`src/rtl/vpu_issue.sv`:
```
// vpu_issue: instruction fetch/decode/issue sequencer for the SIMD vector unit.
// It fetches 64-bit instructions from a synchronous BRAM, decodes them into the
// vector unit's field ports, pulses o_vpu_start and holds every field until
// i_vpu_done, then steps the PC. It stops on HALT (111) or an illegal type
// (100/101/110).
//
// Ports:
//   i_clk, i_rst_n          clock, synchronous active-low reset
//   i_run, i_start_pc       start pulse and first PC (ignored while busy)
//   o_busy, o_halted        executing / program ended
//   o_err, o_err_pc         illegal type seen and its PC
//   o_imem_addr, o_imem_en  BRAM read port, i_imem_dout read data
//   o_vpu_start             one-cycle start pulse, i_vpu_done completion pulse
//   o_vpu_type .. o_scalar_b decoded fields, stable from DECODE to done
//   o_perf_cycles/instrs    only when VPU_ISSUE_PERF_EN is defined
//
// Optional feature macro: VPU_ISSUE_PERF_EN (busy-cycle and instruction counters).
module vpu_issue #(
    parameter int PC_W     = 10,
    parameter int INSTR_W  = 64,
    parameter int IMEM_LAT = 2
) (
    input  logic               i_clk,
    input  logic               i_rst_n,
    input  logic               i_run,
    input  logic [PC_W-1:0]    i_start_pc,
    output logic               o_busy,
    output logic               o_halted,
    output logic               o_err,
    output logic [PC_W-1:0]    o_err_pc,
    output logic [PC_W-1:0]    o_imem_addr,
    output logic               o_imem_en,
    input  logic [INSTR_W-1:0] i_imem_dout,
    output logic               o_vpu_start,
    output logic [2:0]         o_vpu_type,
    output logic [9:0]         o_opcode,
    output logic [12:0]        o_addr_a,
    output logic [12:0]        o_addr_b,
    output logic [12:0]        o_addr_out,
    output logic [12:0]        o_addr_const,
    output logic [2:0]         o_vreg_dst,
    output logic [2:0]         o_vreg_a,
    output logic [2:0]         o_vreg_b,
    output logic [2:0]         o_vpu_opcode,
    output logic               o_scalar_b,
    input  logic               i_vpu_done
`ifdef VPU_ISSUE_PERF_EN
    ,
    output logic [31:0]        o_perf_cycles,
    output logic [31:0]        o_perf_instrs
`endif
);

    generate
        if (INSTR_W != 64) begin : g_bad_instr_w
            $error("vpu_issue: INSTR_W must be 64");
        end
        if (IMEM_LAT < 1) begin : g_bad_lat
            $error("vpu_issue: IMEM_LAT must be >= 1");
        end
    endgenerate

    // FWAIT counter: counts 1..IMEM_LAT-1, DECODE follows the last count.
    localparam int CNT_W = (IMEM_LAT > 2) ? $clog2(IMEM_LAT) : 1;
    localparam logic [CNT_W-1:0] LAT_M1 = CNT_W'(IMEM_LAT - 1);

    typedef enum logic [2:0] {
        S_IDLE, S_FETCH, S_FWAIT, S_DECODE, S_ISSUE, S_WAIT_DONE
    } state_t;

    state_t           r_state, w_next;
    logic [CNT_W-1:0] r_cnt;
    logic [PC_W-1:0]  r_pc;
    logic [2:0]       w_type;
    logic             w_accept;

    assign w_type   = i_imem_dout[63:61];
    assign w_accept = (r_state == S_IDLE) && i_run;

    always_ff @(posedge i_clk) begin
        if (!i_rst_n) r_state <= S_IDLE;
        else          r_state <= w_next;
    end

    always_comb begin
        w_next      = r_state;
        o_imem_en   = 1'b0;
        o_imem_addr = '0;
        o_vpu_start = 1'b0;
        case (r_state)
            S_IDLE:      if (i_run) w_next = S_FETCH;
            S_FETCH: begin
                o_imem_en   = 1'b1;
                o_imem_addr = r_pc;
                w_next      = (IMEM_LAT == 1) ? S_DECODE : S_FWAIT;
            end
            S_FWAIT:     if (r_cnt == LAT_M1) w_next = S_DECODE;
            // type[2]==0 covers SCALAR/VLOAD/VSTORE/VCOMPUTE; all others end the run
            S_DECODE:    w_next = w_type[2] ? S_IDLE : S_ISSUE;
            S_ISSUE: begin
                o_vpu_start = 1'b1;
                w_next      = S_WAIT_DONE;
            end
            S_WAIT_DONE: if (i_vpu_done) w_next = S_FETCH;
            default:     w_next = S_IDLE;
        endcase
    end

    always_ff @(posedge i_clk) begin
        if (!i_rst_n) begin
            r_cnt        <= '0;
            r_pc         <= '0;
            o_busy       <= 1'b0;
            o_halted     <= 1'b0;
            o_err        <= 1'b0;
            o_err_pc     <= '0;
            o_vpu_type   <= '0;
            o_opcode     <= '0;
            o_addr_a     <= '0;
            o_addr_b     <= '0;
            o_addr_out   <= '0;
            o_addr_const <= '0;
            o_vreg_dst   <= '0;
            o_vreg_a     <= '0;
            o_vreg_b     <= '0;
            o_vpu_opcode <= '0;
            o_scalar_b   <= 1'b0;
        end else begin
            case (r_state)
                S_IDLE: if (w_accept) begin
                    r_pc     <= i_start_pc;
                    o_busy   <= 1'b1;
                    o_halted <= 1'b0;
                    o_err    <= 1'b0;
                    o_err_pc <= '0;
                end
                S_FETCH: r_cnt <= CNT_W'(1);
                S_FWAIT: r_cnt <= r_cnt + 1'b1;
                S_DECODE: begin
                    if (!w_type[2]) begin
                        // Fields change only here, so they hold through WAIT_DONE and IDLE.
                        o_vpu_type <= w_type;
                        if (w_type == 3'b000) begin
                            o_opcode     <= i_imem_dout[60:51];
                            o_addr_a     <= i_imem_dout[50:38];
                            o_addr_b     <= i_imem_dout[37:25];
                            o_addr_out   <= i_imem_dout[24:12];
                            o_addr_const <= {1'b0, i_imem_dout[11:0]};
                            o_vreg_dst   <= '0;
                            o_vreg_a     <= '0;
                            o_vreg_b     <= '0;
                            o_vpu_opcode <= '0;
                            o_scalar_b   <= 1'b0;
                        end else begin
                            o_opcode     <= '0;
                            o_addr_a     <= i_imem_dout[47:35];
                            o_addr_b     <= '0;
                            o_addr_out   <= '0;
                            o_addr_const <= '0;
                            o_vreg_dst   <= i_imem_dout[60:58];
                            o_vreg_a     <= i_imem_dout[57:55];
                            o_vreg_b     <= i_imem_dout[54:52];
                            o_vpu_opcode <= i_imem_dout[51:49];
                            o_scalar_b   <= i_imem_dout[48];
                        end
                    end else begin
                        o_busy   <= 1'b0;
                        o_halted <= 1'b1;
                        if (w_type != 3'b111) begin
                            o_err    <= 1'b1;
                            o_err_pc <= r_pc;
                        end
                    end
                end
                S_WAIT_DONE: if (i_vpu_done) r_pc <= r_pc + 1'b1;
                default: ;
            endcase
        end
    end

`ifdef VPU_ISSUE_PERF_EN
    always_ff @(posedge i_clk) begin
        if (!i_rst_n) begin
            o_perf_cycles <= '0;
            o_perf_instrs <= '0;
        end else if (w_accept) begin
            o_perf_cycles <= '0;
            o_perf_instrs <= '0;
        end else begin
            if (o_busy && (o_perf_cycles != '1))
                o_perf_cycles <= o_perf_cycles + 32'd1;
            if ((r_state == S_WAIT_DONE) && i_vpu_done && (o_perf_instrs != '1))
                o_perf_instrs <= o_perf_instrs + 32'd1;
        end
    end
`endif

endmodule

```
`config.mk`:
```
export PLATFORM = sky130hd
export DESIGN_NAME = vpu_issue
export DESIGN_NICKNAME = d
export VERILOG_FILES = /design/src/rtl/vpu_issue.sv
export SDC_FILE = /design/constraint.sdc
export NUM_CORES = 1
export LEC_CHECK = 0
export BUFFER_PORTS_ARGS = -buffer_cell sky130_fd_sc_hd__buf_2
export CORE_MARGIN = 2
export CORE_UTILIZATION = 25
export CTS_BUF_LIST = sky130_fd_sc_hd__clkbuf_8 sky130_fd_sc_hd__clkbuf_16
export DETAILED_ROUTE_END_ITERATION = 12
export SYNTH_ARGS = -nofsm -noshare
export SYNTH_HDL_FRONTEND = slang
export SYNTH_SLANG_ARGS = --single-unit
```
`constraint.sdc`:
```
create_clock -name i_clk -period 2.63 [get_ports i_clk]
set_clock_uncertainty 0.1 [all_clocks]
set_input_delay 0.526 -clock i_clk [delete_from_list [all_inputs] [get_ports i_clk]]
set_output_delay 0.526 -clock i_clk [all_outputs]
set_load 0.01 [all_outputs]
```
* Word-level counts from Yosys, hierarchy flattened
Cells that the tools add are included.
** Operators by class
- $add $sub $neg :: 2
- Eq/ne operators :: 12
- Multiplexer cells :: 35
- Bitwise operators :: 1
- Reduce and logical (&&, ||, !) cells :: 11
** Operators by type and width (number)
- $mux W10 :: 7
- $pmux W10 S2 :: 2
- $mux W13 :: 3
- $mux W3 :: 8
- $pmux W3 S6 :: 1
- $mux W12 :: 1
- $ne A2 B2 Y1 const B :: 6
- $add A10 B1 Y10 const B :: 1
- $mux W1 :: 9
- $reduce_and A3 Y1 :: 3
- $pmux W1 S2 :: 4
- $eq A3 B2 Y1 const B :: 2
- $eq A3 B3 Y1 const B :: 2
- $logic_not A3 Y1 :: 2
- $reduce_bool A2 Y1 :: 3
- $reduce_and A4 Y1 :: 1
- $eq A3 B1 Y1 const B :: 1
- $ne A3 B3 Y1 const B :: 1
- $reduce_and A2 Y1 :: 1
- $add A1 B1 Y1 const B :: 1
- $logic_and A1 B1 Y1 :: 1
- $not A1 Y1 :: 1
** Word-level totals
- Register bits after elaboration :: 104
- Input port bits :: 78
- Word-level logic and storage cells :: 79

* Logic depth before layout (Yosys ltp)
Gate-level depths: netlist of run 1.
- Depth after elaboration :: 4
- Mapped depth :: 7
- Mapped depth without buffers :: 5

* Worst setup path after synthesis of run 1
No wires, ideal clock.
- Kind :: reg2out
- From :: register r_state[2]
- To :: output port o_imem_addr[0]
- Arrival :: 1.200 ns
- Slack :: 0.804 ns
- Cell stages (with the launch flop) :: 5
- Path through :: dfxtp_1 and2b_4 nor2b_1 clkbuf_1 and2_1
** On the way
- Cells in the longest elaborated chain, start to end :: 2
** RTL lines
- start, declared :: line 71 : state_t r_state, w_next;
- start signal, assigned :: line 82 : else r_state <= w_next;
- $eq A3 B1 Y1 :: line 90 : case (r_state)
- $mux W10 :: line 90
- end, declared :: line 31 : output logic [PC_W-1:0] o_imem_addr,
No other way between the ends.

* Final worst setup path of run 1
- From :: register r_state[2]
- To :: output port o_imem_addr[9]
The elaborated chain is that of the path after synthesis.

==> flow_summary.json, run 1 <==
{
  "status": "finished, final reports clean",
  "crit_type": "reg2out",
  "grt_max_degree": 64,
  "grt_use_total_pct": 14.7,
  "pwr_density_cell_nw_per_um2": 716,
  "yosys.area.top_type": "dfxtp_1",
  "synth.yosys.seq_area_share_pct": 48.0,
  "max_freq_ghz": 0.414,
  "postCtsSetupBuffers": 0,
  "ioPinCount": 181,
  "worst_slack_ns": 0.212,
  "netSwitchingPower_uw": 1220,
  "critPathLaunchType": "flip-flop",
  "finalWirelength_microns": 13300,
  "netlist_area_sq_um": 4290,
  "synth_common_cells": "103 x dfxtp_1, 103 x nand2_1, 79 x a21oi_1",
  "die_area_sq_um": 18200,
  "post_drt_wl_per_cell_microns": 14.9,
  "reg2regPathDepth": 4,
  "coreArea_sq_um": 16700,
  "gp_congestion": 0.868,
  "maxCapViolations": 0,
  "p_leak_uw": 0.00241,
  "ctsResizeCount": 1,
  "numCtsBuffers": 9,
  "hold_path_depth": 3,
  "ir_worst_vdd_mv": 0.286,
  "postCtsHoldBufs": 0,
  "layout.cells.non_filler": 896,
  "path_clk_slew_ns": 0.07,
  "cts-root-buf": "clkbuf_16",
  "clkPwrFrac_pct": 36.5,
  "rsz0062_at_grt": "no",
  "cp.required_ns": 2.00,
  "synth_top_flop_cell": "dfxtp_1",
  "antenna_found_initial": 2,
  "ys_types": 53,
  "critical_path_arrival_ns": 1.79,
  "tightest_slew_ns": 0.928,
  "hold_class": "in2reg",
  "nets": 749,
  "cp_slowest_cell": "dfxtp_1",
  "synth_edf_count": 0,
  "initial_core_util_pct": 25.7,
  "h-tree-depth": 3,
  "totalNegativeSetupSlack_ns": 0,
  "setup_violations": 0,
  "seqPwrFrac_pct": 45.1,
  "hold_violations": 0,
  "maxSlewViolCount": 0,
  "dp_hpwl_microns": 9130,
  "overflow": 0,
  "num_rows": 47,
  "dpl.cell_count": 879,
  "grt_pass1_vias": 4026,
  "ys_seq_elements": 103,
  "area_growth_pct": 33.1,
  "ant_nets": 0,
  "finalCritPeriodShare_pct": 91.9,
  "syn_avg_cell_area_sq_um": 8.27,
  "synth_top_area_share_pct": 48.0,
  "clock-sinks": 103,
  "post-place-ws_ns": 0.335,
  "cts_tree": "yes",
  "clock_path_buffers": 2,
  "synthArstFlopShare_pct": 0,
  "yosys_warnings": 0,
  "dieHeight_microns": 135,
  "netlist_instances": 519,
  "num_vias": 4190,
  "slowest_delay_ns": 0.44,
  "p_sw_share_pct": 29.7,
  "synthTopCellsByArea": "dfxtp_1 48%, a21oi_1 9.2%, nand2_1 9.0%, nand3_1 7.8%, a311oi_2 2.8%",
  "critical_path.max_fanout": 14,
  "finalCriticalPeriod_ns": 2.42,
  "insertion_delay_ns": 0.35,
  "crit_path_cell_trace": "and2b_4 -> nor2b_2 -> and2_1 -> buf_2",
  "grt_first_pass_wirelength_microns": 20900,
  "drcViolationCount": 0,
  "internal_power_uw": 2870,
  "drive_gt1_share_pct": 32.9,
  "power_frac_comb_pct": 18.4,
  "via_per_inst": 4.68,
  "fill_cells": 1776,
  "end_kind": "output pin",
  "port_buffers": 178,
  "die_w_microns": 135,
  "first_pass_iters": 4,
  "drtIter0Drc": 260,
  "maxSlewHeadroom_pct": 38.1
}
## layer usage
| metal | wire, microns | GRT usage, % | up-vias |
|---|---|---|---|
| met5 | 13 | 0 | - |
| met4 | 481 | 7.47 | 2 |
| met3 | 720 | 4.73 | 33 |
| met2 | 6050 | 22.5 | 133 |
| met1 | 6070 | 18.5 | 1903 |
| li1 | - | - | 2119 |
## area by class of cell
type / count / area [sq um] / area share, %
antenna: 1 / 2.50 / 0.0438
clock buffer: 11 / 253 / 4.42
clock inverter: 5 / 80.1 / 1.40
inverter: 2 / 7.51 / 0.131
multi-input combinational: 368 / 2020 / 35.3
sequential: 103 / 2060 / 36.1
tap: 220 / 275 / 4.82
timing repair buffer: 186 / 1010 / 17.7
## stage by stage
step	util [%]	hold WS [ns]	instance area, sq um	total power, uW
after floorplan	-	0.369	4300	2350
after global placement	32.2	0.336	5370	2620
after detailed placement	32.2	0.341	5370	2630
after CTS	34.2	0.306	5710	4130
after global routing	34.2	0.309	5710	4310
final	34.2	0.322	5710	4090
## power groups by stage
stage	Clock, uW	Combinational (uW)	Sequential, uW
after floorplan	0	566	1790
after global placement	0	751	1870
after detailed placement	0	756	1870
after CTS	1540	760	1840
after global routing	1610	840	1870
final	1490	752	1840
## worst paths after layout
path	from	to	slack, ns
setup / recovery	r_state[2]$_SDFFE_PN0P_	o_imem_addr[9]	0.21
hold / removal	i_imem_dout[7]	o_addr_const[7]$_SDFFE_PN0P_	0.32
setup reg to reg	r_state[1]$_SDFFE_PN0P_	o_err_pc[6]$_SDFFE_PN0P_	0.63
hold reg to reg	o_opcode[4]$_SDFFE_PN0P_	o_opcode[4]$_SDFFE_PN0P_	0.35
## cell usage in the layout (no fill, tap or decap), drive strengths merged, types with 2 or more instances in the layout
master    n
o31ai     2
and2     10
a21o      4
bufinv    2
o21ai     5
nor4      2
nand4     3
clkbuf   11
nor2b     2
nand3b    3
a311oi   15
inv       4
nor3b     2
nor3      4
a21oi    80
a22o      9
and4      2
o211ai    2
buf     186
a31oi     2
and3b     2
nand2   103
conb      2
nand2b    3
dfxtp   103
nor2     22
or3b      2
nand3    67
o22ai     3
## critical path: cells and delay by family (launching register included)
family	cells	cell delay [ns]
and+or+nand+nor	3	0.88
DFF	1	0.44
buffers and inverters	1	0.13
## registers in the layout, indices dropped and copies added, names as in the netlist, 2 cells and up
register and cells:
o_opcode 10, r_state 3, o_vreg_a 3, o_vreg_b 3
o_addr_a 13, o_vreg_dst 3, o_addr_out 13, o_vpu_opcode 3
o_vpu_type 2, o_addr_b 13, o_err_pc 10, r_pc 10
o_addr_const 12
## logic make-up after synthesis
group           count (synthesis)  share of synthesized area (%)
other cells                     1                         0.0874
fa+ha+maj                       1                          0.291
xor+xnor                        1                          0.204
buf+inv                        49                           5.31
simple gates                  232                           25.3
flops                         103                           48.0
compound gates                130                           20.2
mux                             2                          0.496
Note: power is estimated with default switching activity, not from simulation.
==> run 2, diff against run 1 <==
- CORE_ASPECT_RATIO: default -> 1.4
==> run 2 against run 1 <==
Net effect:
- register-to-register slack lost 0.12 ns
- critical endpoint is now o_imem_addr[1]
- largest power group unchanged
- highest routed layer unchanged
- global-route usage shrank 0.18 points
- wire length shrank 0.28%
- final area shrank 0.55%
- power shrank 2.6%
- sequential power is essentially flat
- sequential share of layout area grew 0.18 points
- hold slack lost 0.0060 ns
- combinational power grew 5.9%
- critical path depth grew 1
- via count grew 1.6%
==> flow_summary.json, run 2 (same netlist as run 1, synthesis figures left out) <==
{
  "status": "finished, final reports clean",
  "drive_gt1_share_pct": 33.3,
  "finalWirelength_microns": 13300,
  "post_drt_wl_per_cell_microns": 15.0,
  "grt_first_pass_wirelength_microns": 21000,
  "tightest_slew_ns": 0.620,
  "port_buffers": 178,
  "via_per_inst": 4.81,
  "utilization_pct": 33.8,
  "initial_core_util_pct": 25.5,
  "p_leak_uw": 0.00242,
  "crit_path_cell_trace": "and2b_4 -> nor2b_1 -> buf_4 -> and2_1 -> buf_2",
  "numCtsBuffers": 9,
  "maxSlewViolCount": 0,
  "h-tree-depth": 3,
  "clock_path_buffers": 2,
  "die_w_microns": 115,
  "critical_path.max_fanout": 15,
  "area_growth_pct": 32.4,
  "end_kind": "output pin",
  "ir_worst_vdd_mv": 0.256,
  "route.met2.wl_microns": 6420,
  "final_cell_mix": "178 x buf_2, 103 x nand2_1, 103 x dfxtp_1, 79 x a21oi_1, 67 x nand3_1",
  "diodes": 0,
  "top_layer_used": "met5",
  "drtIter0Drc": 235,
  "totalNegativeSetupSlack_ns": 0,
  "maxCapViolations": 0,
  "slowest_delay_ns": 0.63,
  "met1Wirelength_microns": 5620,
  "num_rows": 56,
  "first_pass_iters": 4,
  "ctsResizeCount": 0,
  "multi_input_area_sq_um": 2020,
  "layout_commonest_cell": "buf_2",
  "gp_congestion": 0.801,
  "fill_cells": 1791,
  "finalCriticalPeriod_ns": 2.46,
  "cp_top_family": "flip-flops",
  "postCtsHoldBufs": 0,
  "crit_type": "reg2out",
  "critPathBufInv": 2,
  "maxSlewHeadroom_pct": 58.5,
  "clock-sinks": 103,
  "nets": 755,
  "critPathLaunchType": "flip-flop",
  "max_freq_ghz": 0.406,
  "cts_tree": "yes",
  "grt_pass1_vias": 4034,
  "grt_max_degree": 53,
  "cts-root-buf": "clkbuf_16",
  "cp.required_ns": 2.00,
  "ioPinCount": 181,
  "overflow": 0,
  "dp_hpwl_microns": 9180,
  "reg.largest.list": "o_addr_a (13), o_addr_b (13), o_addr_out (13)",
  "setup_violations": 0,
  "die_area_sq_um": 18200,
  "hold_violations": 0,
  "critical_path_arrival_ns": 1.84,
  "wl_met3_microns": 968,
  "hold_class": "in2reg",
  "cp_slowest_cell": "dfxtp_1",
  "rsz0062_at_grt": "no",
  "drcViolationCount": 0,
  "coreArea_sq_um": 16800,
  "pwr_density_cell_nw_per_um2": 701,
  "seqCellArea_sq_um": 2060,
  "antenna_found_initial": 1,
  "ant_nets": 0,
  "insertion_delay_ns": 0.36,
  "path_clk_slew_ns": 0.08,
  "dieHeight_microns": 159,
  "finalCritPeriodShare_pct": 93.6,
  "postCtsSetupBuffers": 0,
  "num_vias": 4255,
  "grt_use_total_pct": 14.5
}
==> run 2: cell count changes in the layout (fill, tap and decap cells not counted), sizes merged <==
cell,change
buf,+6
bufinv,-2
clkbuf,-2
clkinv,+1
clkinvlp,-1
diode,-1
inv,+4
==> run 2: cell type report <==
class | count | share of cell area (%)
clock buffer | 9 | 3.96
inverter | 2 | 0.132
timing repair buffer | 192 | 18.4
clock inverter | 7 | 1.26
multi-input combinational | 368 | 35.5
tap | 203 | 4.47
sequential | 103 | 36.3
==> run 2: final timing paths <==
path / to / depth (start not counted) / slack [ns] / startpoint
setup / recovery: o_imem_addr[1] / 5 / 0.17 / r_state[0]$_SDFFE_PN0P_
hold / removal: o_addr_const[4]$_SDFFE_PN0P_ / 3 / 0.32 / i_imem_dout[4]
setup reg to reg: r_pc[2]$_SDFFE_PN0P_ / 5 / 0.51 / r_state[0]$_SDFFE_PN0P_
hold reg to reg: o_opcode[0]$_SDFFE_PN0P_ / 2 / 0.35 / o_opcode[0]$_SDFFE_PN0P_
==> run 2: per-stage QoR <==
step / hold slack, ns / cell area, sq um / power (uW) / setup slack, ns / instances
after CTS: 0.300 / 5680 / 4040 / 0.175 / 884
after floorplan: 0.369 / 4300 / 2350 / 0.804 / 520
after detailed placement: 0.341 / 5390 / 2640 / 0.539 / 868
final: 0.316 / 5680 / 3980 / 0.169 / 884
after global placement: 0.336 / 5390 / 2640 / 0.564 / 868
after global routing: 0.305 / 5680 / 4190 / 0.0548 / 884
==> run 2: report_power, final <==
part | leakage [uW] | switching (uW) | internal (uW)
logic | 0.00144 | 456 | 340
clock network | 0.000148 | 693 | 679
registers | 0.000832 | 153 | 1660
==> run 2: worst min-delay path, delay by kind of cell <==
family	cells	cell delay [ns]
AOI/OAI and AO/OA	1	0.06
buffers and inverters	1	0.09
and+or+nand+nor	1	0.05
==> run 2: routing by layer <==
layer,up-vias,global-route usage [%]
li1,2128,-
met4,2,5.15
met3,21,5.10
met5,-,0
met1,1966,17.2
met2,138,24.0
==> run 3, diff against run 2 <==
- PLACE_DENSITY: default -> 0.49
==> run 3 against run 2 <==
Net effect:
- hold slack gained 0.0065 ns
- clock-buffer cell count unchanged
- first-iteration DRC count down 19%
- critical path type unchanged
- largest cell class unchanged
- largest power group unchanged
- highest routed layer is now met4
==> flow_summary.json, run 3 (same netlist as run 1, synthesis figures left out) <==
{
  "hold_violations": 0,
  "status": "finished, final reports clean",
  "clock-sinks": 103,
  "hold_path_depth": 3,
  "ctsResizeCount": 1,
  "area_growth_pct": 30.9,
  "coreArea_sq_um": 16800,
  "critical_path.max_fanout": 14,
  "first_pass_iters": 4,
  "p_leak_uw": 0.00237,
  "ioPinCount": 181,
  "finalCritPeriodShare_pct": 93.0,
  "maxSlewViolCount": 0,
  "grt_first_pass_wirelength_microns": 21600,
  "fill_cells": 1829,
  "antenna_found_initial": 0,
  "drive_gt1_share_pct": 32.8,
  "cts-root-buf": "clkbuf_16",
  "max_freq_ghz": 0.409,
  "tightest_slew_ns": 0.963,
  "port_buffers": 178,
  "clock_path_buffers": 2,
  "reg.largest.list": "o_addr_a (13), o_addr_b (13), o_addr_out (13)",
  "ir_worst_vdd_mv": 0.223,
  "nets": 748,
  "totalNegativeSetupSlack_ns": 0,
  "reg2regPathDepth": 4,
  "numCtsBuffers": 9,
  "path_clk_slew_ns": 0.07,
  "initial_core_util_pct": 25.5,
  "final_cell_mix": "178 x buf_2, 103 x nand2_1, 102 x dfxtp_1, 79 x a21oi_1, 67 x nand3_1",
  "insertion_delay_ns": 0.35,
  "finalCriticalPeriod_ns": 2.45,
  "layout.cells.non_filler": 876,
  "layout_commonest_cell": "buf_2",
  "grt_pass1_vias": 4114,
  "multi_input_area_sq_um": 2020,
  "via_per_inst": 4.86,
  "dpl.cell_count": 861,
  "post_drt_wl_per_cell_microns": 15.5,
  "finalWirelength_microns": 13600,
  "h-tree-depth": 3,
  "cts_tree": "yes",
  "die_area_sq_um": 18200,
  "dieHeight_microns": 159,
  "critPathLaunchType": "flip-flop",
  "rsz0062_at_grt": "no",
  "overflow": 0,
  "num_vias": 4255,
  "setup_violations": 0,
  "pwr_density_cell_nw_per_um2": 687,
  "grt_use_total_pct": 14.8,
  "maxSlewHeadroom_pct": 35.8,
  "postCtsHoldBufs": 0,
  "postCtsSetupBuffers": 0,
  "cp.required_ns": 2.00,
  "grt_max_degree": 66,
  "crit_type": "reg2out",
  "seqCellArea_sq_um": 2060,
  "drcViolationCount": 0,
  "num_rows": 56,
  "dp_hpwl_microns": 9470,
  "ant_nets": 0,
  "timing.hold.ws_ns": 0.323,
  "gp_congestion": 0.805,
  "diodes": 0,
  "end_kind": "output pin",
  "critical_path_arrival_ns": 1.82,
  "drtIter0Drc": 191,
  "maxCapViolations": 0,
  "die_w_microns": 115,
  "hold_class": "in2reg"
}
-- run 3: cell count changes in the layout (fill, tap and decap cells not counted), sizes merged --
cell | before | now
buf | 192 | 185
clkinvlp | 0 | 3
inv | 8 | 4
-- run 3: worst max-delay path: stages, from the launching register on --
cell	delay [ns]
dfxtp_1	0.45
and2b_4	0.36
nor2b_2	0.36
and2_1	0.18
buf_2	0.12
-- run 3: worst paths after layout --
| kind | from | endpoint | slack (ns) |
|---|---|---|---|
| hold / removal | i_imem_dout[1] | o_addr_const[1]$_SDFFE_PN0P_ | 0.32 |
| setup / recovery | r_state[2]$_SDFFE_PN0P_ | o_imem_addr[6] | 0.18 |
| setup reg to reg | r_state[1]$_SDFFE_PN0P_ | o_addr_out[11]$_SDFFE_PN0P_ | 0.57 |
| hold reg to reg | o_addr_b[10]$_SDFFE_PN0P_ | o_addr_b[10]$_SDFFE_PN0P_ | 0.35 |
-- run 3: through the flow --
step	area, sq um	power, uW	worst slack [ns]	utilization (%)
2_1_floorplan	4300	2350	0.804	-
3_3_place_gp	5350	2600	0.407	31.8
3_5_place_dp	5350	2630	0.261	31.8
4_1_cts	5620	3910	0.0615	33.4
5_1_grt	5620	4080	0.0284	33.4
6_report	5620	3860	0.183	33.4
-- run 3: layout make-up --
type	count	area share, %
clock buffers	9	4.01
repair buffers	185	17.9
well taps	203	4.52
multi-input cells	368	35.9
clock inverters	6	0.802
flip-flops and latches	103	36.7
inverters	2	0.134
-- run 3: power by group --
group	leakage [uW]	internal [uW]	total, uW	switching, uW
Clock	0.000124	643	1270	625
Combinational	0.00141	321	755	433
Sequential	0.000833	1660	1840	178
-- run 3: layer usage --
metal | vias to the layer above | GRT usage (%) | share of wire (%)
li1 | 2115 | - | -
met1 | 1977 | 17.8 | 42
met2 | 149 | 24.2 | 48
met3 | 14 | 5.48 | 8.8
met4 | 0 | 4.93 | 1.6
met5 | - | 0 | 0
